<file path="config.mk">
export PLATFORM = sky130hd
export DESIGN_NAME = bm_mac_pipe_flat
export DESIGN_NICKNAME = d
export VERILOG_FILES = /design/src/rtl/bm_mac_pkg.sv /design/src/rtl/bm_mac_pipe_if.sv /design/src/rtl/bm_booth_sel.sv /design/src/rtl/bm_mac_pipe.sv /design/src/flat_wrapper.sv
export SDC_FILE = /design/constraint.sdc
export NUM_CORES = 1
export LEC_CHECK = 0
export BUFFER_PORTS_ARGS = -buffer_cell sky130_fd_sc_hd__buf_2
export CORE_ASPECT_RATIO = 0.5
export CORE_UTILIZATION = 60
export DETAILED_ROUTE_END_ITERATION = 10
export HOLD_SLACK_MARGIN = 0.03
export PLACE_DENSITY = 0.8
export SYNTH_ARGS = -nofsm -noshare
export SYNTH_HDL_FRONTEND = slang
export SYNTH_SLANG_ARGS = --single-unit
</file>
<file path="constraint.sdc">
create_clock -name clk -period 5.12 [get_ports clk]
set_clock_uncertainty 0.15 [all_clocks]
set_input_delay 1.024 -clock clk [delete_from_list [all_inputs] [get_ports clk]]
set_output_delay 1.024 -clock clk [all_outputs]
set_load 0.01 [all_outputs]
</file>
<file path="src/rtl/bm_mac_pkg.sv">
// bm_mac_pkg: shared Booth digit codes, width helpers and the sign-extension correction constant
package bm_mac_pkg;

  typedef enum logic [2:0] {ZERO, POS1, NEG1, POS2, NEG2} booth_e;

  function automatic int prod_w(int man_w, int exp_w);
    return 2 * man_w + 2 * ((1 << exp_w) - 1);
  endfunction

  function automatic int booth_digits(int man_w);
    return man_w / 2 + 1;
  endfunction

  // Sum of the negative sign weights of every partial-product row, so rows can carry an inverted sign bit instead of a full sign extension
  function automatic logic [63:0] booth_corr(int man_w);
    logic [63:0] k;
    k = '0;
    for (int i = 0; i < booth_digits(man_w); i++) k = k - (64'd1 << (man_w + 1 + 2 * i));
    return k;
  endfunction

endpackage

</file>
<file path="src/rtl/bm_mac_pipe_if.sv">
// bm_mac_pipe_if: beat input and result output handshake bundle of the MAC lane
interface bm_mac_pipe_if #(
  parameter int MAN_W = 6,
  parameter int EXP_W = 2,
  parameter int ACC_W = 32,
  parameter int LEN_W = 8
);
  logic             in_valid;
  logic             in_ready;
  logic             in_last;
  logic [MAN_W-1:0] op_a_dat;
  logic [MAN_W-1:0] op_b_dat;
  logic [EXP_W-1:0] op_a_exp;
  logic [EXP_W-1:0] op_b_exp;
  logic [MAN_W-1:0] op_c_dat;
  logic [EXP_W-1:0] op_c_exp;
  logic             out_valid;
  logic             out_ready;
  logic [ACC_W-1:0] out_data;
  logic [LEN_W-1:0] out_cnt;
  logic             out_trunc;
  logic             out_sat;

  modport master (
    output in_valid, in_last, op_a_dat, op_b_dat, op_a_exp, op_b_exp, op_c_dat, op_c_exp, out_ready,
    input  in_ready, out_valid, out_data, out_cnt, out_trunc, out_sat
  );

  modport slave (
    input  in_valid, in_last, op_a_dat, op_b_dat, op_a_exp, op_b_exp, op_c_dat, op_c_exp, out_ready,
    output in_ready, out_valid, out_data, out_cnt, out_trunc, out_sat
  );
endinterface

</file>
<file path="src/rtl/bm_booth_sel.sv">
// bm_booth_sel: radix-4 Booth digit selector returning the (possibly inverted) multiple of A
module bm_booth_sel
  import bm_mac_pkg::*;
#(
  parameter int MAN_W = 6
) (
  input  logic [2:0]       code_i,
  input  logic [MAN_W-1:0] a_i,
  output logic [MAN_W:0]   sel_o,
  output logic             inv_o
);
  booth_e         dig;
  logic [MAN_W:0] mag;

  // Decode the overlapping 3-bit window and pick 0, A or 2A; negatives are one's complement plus inv_o
  always_comb begin
    dig = (code_i == 3'b001 || code_i == 3'b010) ? POS1 :
          (code_i == 3'b011) ? POS2 :
          (code_i == 3'b100) ? NEG2 :
          (code_i == 3'b101 || code_i == 3'b110) ? NEG1 : ZERO;
    mag = (dig == POS1 || dig == NEG1) ? {1'b0, a_i} :
          (dig == POS2 || dig == NEG2) ? {a_i, 1'b0} : '0;
    inv_o = dig == NEG1 || dig == NEG2;
    sel_o = inv_o ? ~mag : mag;
  end
endmodule

</file>
<file path="src/rtl/bm_mac_pipe.sv">
// bm_mac_pipe: 3-stage Booth/CSA block-minifloat dot-product MAC; define BM_MAC_SATURATE_EN for saturating accumulation
module bm_mac_pipe
  import bm_mac_pkg::*;
#(
  parameter int MAN_W = 6,
  parameter int EXP_W = 2,
  parameter int ACC_W = 32,
  parameter int LEN_W = 8
) (
  input logic          clk,
  input logic          rst_n,
  bm_mac_pipe_if.slave bus
);
  localparam int PW  = prod_w(MAN_W, EXP_W);
  localparam int ND  = booth_digits(MAN_W);
  localparam int RW  = 2 * MAN_W;
  localparam int BW  = 2 * ND;
  localparam int AW1 = ACC_W + 1;
  localparam logic [RW-1:0]    CORR    = RW'(booth_corr(MAN_W));
  localparam logic [LEN_W-1:0] CNT_MAX = '1;

  logic             stall;
  logic             s1_v_q, s1_last_q;
  logic [MAN_W-1:0] s1_a_q, s1_b_q, s1_c_q;
  logic [EXP_W:0]   s1_e_q;
  logic [EXP_W-1:0] s1_ce_q;
  logic             s2_v_q, s2_last_q;
  logic [RW-1:0]    s2_sum_q, s2_car_q;
  logic [MAN_W-1:0] s2_c_q;
  logic [EXP_W:0]   s2_e_q;
  logic [EXP_W-1:0] s2_ce_q;
  logic [ACC_W-1:0] acc_q, out_data_q;
  logic [LEN_W-1:0] cnt_q, out_cnt_q;
  logic             sat_q, out_valid_q, out_trunc_q, out_sat_q;
  logic [BW:0]      b_ext;
  logic [MAN_W:0]   sel [ND];
  logic [ND-1:0]    inv;
  logic [RW-1:0]    sum_d, car_d, row, tmp, prod;
  logic [PW-1:0]    p;
  logic [AW1-1:0]   base, acc_sum;
  logic [ACC_W-1:0] acc_d;
  logic [LEN_W-1:0] cnt_d;
  logic             sat_d, close;

  assign stall         = out_valid_q && !bus.out_ready;
  assign bus.in_ready  = !stall;
  assign bus.out_valid = out_valid_q;
  assign bus.out_data  = out_data_q;
  assign bus.out_cnt   = out_cnt_q;
  assign bus.out_trunc = out_trunc_q;
  assign bus.out_sat   = out_sat_q;

  // S1: register the accepted beat; exponents are pre-summed here
  always_ff @(posedge clk or negedge rst_n)
    if (!rst_n) {s1_v_q, s1_last_q, s1_a_q, s1_b_q, s1_c_q, s1_e_q, s1_ce_q} <= '0;
    else if (!stall) begin
      s1_v_q    <= bus.in_valid;
      s1_last_q <= bus.in_last;
      s1_a_q    <= bus.op_a_dat;
      s1_b_q    <= bus.op_b_dat;
      s1_c_q    <= bus.op_c_dat;
      s1_e_q    <= bus.op_a_exp + bus.op_b_exp;
      s1_ce_q   <= bus.op_c_exp;
    end

  // B is zero-extended on top so the highest digit is never negative for an unsigned operand
  assign b_ext = {{(BW - MAN_W){1'b0}}, s1_b_q, 1'b0};

  for (genvar g = 0; g < ND; g++) begin : g_dig
    bm_booth_sel #(.MAN_W(MAN_W)) u_sel (
      .code_i(b_ext[2*g +: 3]),
      .a_i   (s1_a_q),
      .sel_o (sel[g]),
      .inv_o (inv[g])
    );
  end

  // CSA reduction of correction constant, +1 negation bits and all rows, modulo 2^RW where the exact product fits
  always_comb begin
    row = '0;
    tmp = '0;
    sum_d = CORR;
    car_d = '0;
    for (int i = 0; i < ND; i++) car_d[2*i] = inv[i];
    for (int i = 0; i < ND; i++) begin
      row = RW'({~inv[i], sel[i]}) << (2 * i);
      tmp = sum_d ^ car_d ^ row;
      car_d = ((sum_d & car_d) | (sum_d & row) | (car_d & row)) << 1;
      sum_d = tmp;
    end
  end

  // S2: register the redundant sum/carry product with its side information
  always_ff @(posedge clk or negedge rst_n)
    if (!rst_n) {s2_v_q, s2_last_q, s2_sum_q, s2_car_q, s2_c_q, s2_e_q, s2_ce_q} <= '0;
    else if (!stall) begin
      s2_v_q    <= s1_v_q;
      s2_last_q <= s1_last_q;
      s2_sum_q  <= sum_d;
      s2_car_q  <= car_d;
      s2_c_q    <= s1_c_q;
      s2_e_q    <= s1_e_q;
      s2_ce_q   <= s1_ce_q;
    end

  // Final add, exponent shift, bias on the first beat and overflow policy
  always_comb begin
    prod = s2_sum_q + s2_car_q;
    p = {{(PW - RW){1'b0}}, prod} << s2_e_q;
    base = (cnt_q == '0) ? AW1'(s2_c_q) << s2_ce_q : {1'b0, acc_q};
    acc_sum = base + AW1'(p);
`ifdef BM_MAC_SATURATE_EN
    sat_d = sat_q || acc_sum[ACC_W];
    acc_d = sat_d ? '1 : acc_sum[ACC_W-1:0];
`else
    sat_d = 1'b0;
    acc_d = acc_sum[ACC_W-1:0];
`endif
    cnt_d = cnt_q + 1'b1;
    close = s2_last_q || cnt_d == CNT_MAX;
  end

  // S3: accumulate, close vectors into the result register, and hold the result until accepted
  always_ff @(posedge clk or negedge rst_n)
    if (!rst_n) begin
      {acc_q, cnt_q, sat_q} <= '0;
      {out_valid_q, out_data_q, out_cnt_q, out_trunc_q, out_sat_q} <= '0;
    end else begin
      if (!stall && s2_v_q) begin
        acc_q <= close ? '0 : acc_d;
        cnt_q <= close ? '0 : cnt_d;
        sat_q <= close ? 1'b0 : sat_d;
        if (close) begin
          out_data_q  <= acc_d;
          out_cnt_q   <= cnt_d;
          out_trunc_q <= !s2_last_q;
          out_sat_q   <= sat_d;
        end
      end
      out_valid_q <= (!stall && s2_v_q && close) || stall;
    end
endmodule

</file>
<file path="src/flat_wrapper.sv">
// flat-port wrapper written by rule: the top's interface ports become plain ports
module bm_mac_pipe_flat import bm_mac_pkg::*;
#(
  parameter int MAN_W = 6,
  parameter int EXP_W = 2,
  parameter int ACC_W = 32,
  parameter int LEN_W = 8
)
  (clk, rst_n, bus_in_valid, bus_in_last, bus_op_a_dat, bus_op_b_dat, bus_op_a_exp, bus_op_b_exp, bus_op_c_dat, bus_op_c_exp, bus_out_ready, bus_in_ready, bus_out_valid, bus_out_data, bus_out_cnt, bus_out_trunc, bus_out_sat);
  bm_mac_pipe_if #(.MAN_W(MAN_W), .EXP_W(EXP_W), .ACC_W(ACC_W), .LEN_W(LEN_W)) bus_i ();
  input logic clk;
  input logic rst_n;
  input wire logic [$bits(bus_i.in_valid)-1:0] bus_in_valid;
  input wire logic [$bits(bus_i.in_last)-1:0] bus_in_last;
  input wire logic [$bits(bus_i.op_a_dat)-1:0] bus_op_a_dat;
  input wire logic [$bits(bus_i.op_b_dat)-1:0] bus_op_b_dat;
  input wire logic [$bits(bus_i.op_a_exp)-1:0] bus_op_a_exp;
  input wire logic [$bits(bus_i.op_b_exp)-1:0] bus_op_b_exp;
  input wire logic [$bits(bus_i.op_c_dat)-1:0] bus_op_c_dat;
  input wire logic [$bits(bus_i.op_c_exp)-1:0] bus_op_c_exp;
  input wire logic [$bits(bus_i.out_ready)-1:0] bus_out_ready;
  output wire logic [$bits(bus_i.in_ready)-1:0] bus_in_ready;
  output wire logic [$bits(bus_i.out_valid)-1:0] bus_out_valid;
  output wire logic [$bits(bus_i.out_data)-1:0] bus_out_data;
  output wire logic [$bits(bus_i.out_cnt)-1:0] bus_out_cnt;
  output wire logic [$bits(bus_i.out_trunc)-1:0] bus_out_trunc;
  output wire logic [$bits(bus_i.out_sat)-1:0] bus_out_sat;
  assign bus_i.in_valid = bus_in_valid;
  assign bus_i.in_last = bus_in_last;
  assign bus_i.op_a_dat = bus_op_a_dat;
  assign bus_i.op_b_dat = bus_op_b_dat;
  assign bus_i.op_a_exp = bus_op_a_exp;
  assign bus_i.op_b_exp = bus_op_b_exp;
  assign bus_i.op_c_dat = bus_op_c_dat;
  assign bus_i.op_c_exp = bus_op_c_exp;
  assign bus_i.out_ready = bus_out_ready;
  assign bus_in_ready = bus_i.in_ready;
  assign bus_out_valid = bus_i.out_valid;
  assign bus_out_data = bus_i.out_data;
  assign bus_out_cnt = bus_i.out_cnt;
  assign bus_out_trunc = bus_i.out_trunc;
  assign bus_out_sat = bus_i.out_sat;
  bm_mac_pipe #(.MAN_W(MAN_W), .EXP_W(EXP_W), .ACC_W(ACC_W), .LEN_W(LEN_W)) u_core (.clk(clk), .rst_n(rst_n), .bus(bus_i));
endmodule
</file>
==> results_dict.tcl <==
set metrics [dict create \
    ys_seq_elements 140 \
    start_util_pct 61.7 \
    end_kind "flop" \
    slowest_stage "mux4_2" \
    postCtsHoldBufs 0 \
    final_common_cell "nand2_1" \
    drive_above_1_share_pct 17.9 \
    slowest_delay_ns 0.49 \
    rows 31 \
    cts_buffers 17 \
    fmax_mhz 204 \
    powerDensity_mw_per_mm2 688 \
    synth_cell_types 69 \
    cts_resized 0 \
    ctsHtreeMaxLevel 4 \
    clk_latency_ns 0.43 \
    drt-wirelength-per-cell_um 17.4 \
    portBuffers 71 \
    avgViaCountPerCell 5.99 \
    die_x_um 175 \
    io_pins 73 \
    vias 7383 \
    crit_path_cell_trace "ha_1 > fa_1 > a211oi_1 > o21bai_1 > a21oi_1 > xnor2_1 > mux4_2 > o21a_1 > ha_1 > a21oi_1 > o21ai_0 > a2111oi_4 > a211oi_2 > buf_4 > and2_1 > a221o_1" \
    p_leak_nw 4.69 \
    cts_tree "yes" \
    cts_sinks 140 \
    cts.clk_slew.worst_paths_ns 0.07 \
    core_area_mm2 0.0145 \
    dp_hpwl_um 15000 \
    final_max_slew_viol_count 0 \
    grt_max_degree 112 \
    post_cts_buffers 0 \
    antennaDiodeCount 0 \
    first_iter_violations 573 \
    grt_pass1_vias 6947 \
    ant_nets 0 \
    synth_edf_count 0 \
    fin_cells 1232 \
    drtPass1Iterations 7 \
    layout.nets 1113 \
    drc 0 \
    track_usage_pct 29.0 \
    cap_violations 0 \
    arrival_ns 5.05 \
    syn2layout_area_growth_pct 12.0 \
    synth-main-ff-cell "dfrtp_1" \
    antenna_found_initial 0 \
    start_kind "flop" \
    critPathLaunch "u_core.s2_car_q[4]" \
    postSynth.asyncResetShare_pct 100 \
    hold_class "flop to flop" \
    finalHoldViolCount 0 \
    finalWirelength_um 21500 \
    period_share_pct 95.6 \
    critPathKind "flop to flop" \
    gp_congestion 0.958 \
    synthCells 982 \
    grt_pass1_wl_um 34900 \
    dp_cells 1200 \
    synthesis.area_mm2 0.00897 \
    worst_pin_slew_ns 1.35 \
    period_needed_ns 4.90 \
    cts_max_path_buffers 2 \
    cts-root-buf "clkbuf_16" \
    finalSetupViolCount 0 \
    path_buf_inv 1 \
    r2r-start "u_core.s2_car_q[4]" \
    synth_fp_nets 1074 \
    avgSynthCellArea_um2 9.14 \
    cp_max_fo 17 \
    dieArea_mm2 0.0155 \
    ys_seq_area_share_pct 39.0 \
    final_core_util_pct 69.1 \
    status "finished clean" \
    slew_headroom_pct 9.52 \
    final_cell_mix "nand2_1 (164), dfrtp_1 (140), o21ai_0 (96)" \
    grt.overflow.total 0 \
    ys_warn_count 0 \
    crit_family "compound AO/OA/AOI/OAI gates" \
    worstPathRequired_ns 5.28 \
    n_fill_cell 1171 \
    hold_start "u_core.bus.out_data[1]" \
    ir_drop_v 0.000412 \
    fp.dieH_um 88.5 \
]
-- sequential cells by signal, summed over array words and instances, names as in the netlist, 2 cells and up --
register             flops
u_core.s2_car_q          8
u_core.s1_a_q            6
u_core.s2_e_q            3
u_core.acc_q            32
u_core.s1_ce_q           2
u_core.bus.out_cnt       8
u_core.s1_e_q            3
u_core.cnt_q             8
u_core.s2_sum_q         12
u_core.s1_b_q            6
u_core.bus.out_data     32
u_core.s2_ce_q           2
u_core.s1_c_q            6
u_core.s2_c_q            6
-- path summary, 6_finish.rpt --
path | endpoint | slack (ns) | cells past startpoint
setup / recovery | u_core.bus.out_data[24] | 0.22 | 16
hold / removal | u_core.bus.out_data[1] | 0.32 | 2
setup reg to reg | u_core.bus.out_data[24] | 0.22 | 16
hold reg to reg | u_core.bus.out_data[1] | 0.32 | 2
max in group asynchronous | u_core.acc_q[15] | 3.28 | 2
min in group asynchronous | u_core.bus.out_data[26] | 0.58 | 1
-- routing by layer --
layer | wire length (µm) | GRT usage [%]
met1 | 9930 | 38.8
met2 | 10000 | 48.4
met3 | 1160 | 6.14
met4 | 389 | 7.98
met5 | 0 | 0
-- through the flow --
stage	setup WS (ns)	TNS, ns	hold slack, ns	instance area (µm²)	power (mW)
final	0.224	0	0.323	10000	6.92
after global routing	-0.00813	-0.0147	0.350	10000	7.45
after CTS	0.241	0	0.326	10000	6.87
after detailed placement	0.329	0	0.309	9400	5.45
after global placement	0.395	0	0.303	9400	5.34
after floorplan	0.611	0	0.289	8970	4.48
-- area by class of cell --
class	count	area, µm²	share of cell area, %
Inverter	38	143	1.42
Sequential cell	140	3500	34.9
Timing Repair Buffer	79	422	4.20
Multi-Input combinational cell	745	5100	50.7
Tap cell	198	248	2.47
Clock buffer	19	433	4.31
Clock inverter	13	203	2.02
-- logic make-up (layout without fill, tap and decap cells) --
logic type                 count (synthesis)  after routing  share of synthesized area [%]
adders and majority gates                 63             63                           10.1
and+or+nand+nor                          322            322                           16.4
AOI/OAI and AO/OA                        242            242                           16.5
DFF                                      140            140                           39.0
muxes                                     66             66                           8.51
buffers and inverters                     97            149                           4.41
xor gates and xnor gates                  51             51                           4.98
other                                      1              1                         0.0418
-- synth_stat cells (2+ instances only) --
cell / number / area, µm²
a221o_1: 3 / 30.0
fa_1: 16 / 320
xor2_1: 26 / 228
o21bai_1: 3 / 22.5
nor3_1: 5 / 25.0
a41oi_1: 2 / 17.5
mux4_2: 3 / 67.6
nor4b_1: 3 / 26.3
dfrtp_1: 140 / 3500
nor2_1: 59 / 221
buf_2: 4 / 20.0
nor4_1: 2 / 12.5
a21o_1: 8 / 60.1
nand3_1: 28 / 140
xnor2_1: 25 / 219
mux2i_1: 11 / 110
or3_1: 4 / 25.0
clkbuf_1: 50 / 188
a211o_1: 2 / 17.5
o31ai_1: 7 / 52.6
nand2_1: 165 / 619
inv_1: 35 / 131
and2_1: 18 / 113
o21ai_0: 97 / 485
mux2_2: 52 / 586
inv_2: 2 / 7.51
buf_6: 3 / 33.8
a31oi_1: 13 / 81.3
and3_1: 7 / 43.8
a22oi_1: 11 / 82.6
nor2b_1: 4 / 25.0
ha_1: 47 / 588
a211oi_1: 8 / 60.1
o211ai_1: 6 / 45.0
a31o_2: 3 / 26.3
a21oi_1: 47 / 235
nand4_1: 10 / 62.6
a22o_1: 7 / 61.3
o22ai_1: 3 / 18.8
nand2b_1: 6 / 37.5
o21a_1: 6 / 45.0
o21ai_1: 3 / 15.0
nor2_2: 2 / 12.5
-- worst reg2reg max path, stage by stage (launching register included) --
cell and delay [ns]:
dfrtp_1 0.40, ha_1 0.25, fa_1 0.42, a211oi_1 0.32
o21bai_1 0.11, a21oi_1 0.20, xnor2_1 0.13, mux4_2 0.49
o21a_1 0.19, ha_1 0.37, a21oi_1 0.19, o21ai_0 0.24
a2111oi_4 0.43, a211oi_2 0.14, buf_4 0.24, and2_1 0.20
a221o_1 0.32
-- power by group --
group / switching, mW / total, mW / internal [mW]
Sequential: 0.309 / 1.76 / 1.45
Clock: 0.529 / 1.36 / 0.831
Combinational: 2.28 / 3.80 / 1.52
Total: 3.11 / 6.92 / 3.80
(Power assumes the default switching activity.)
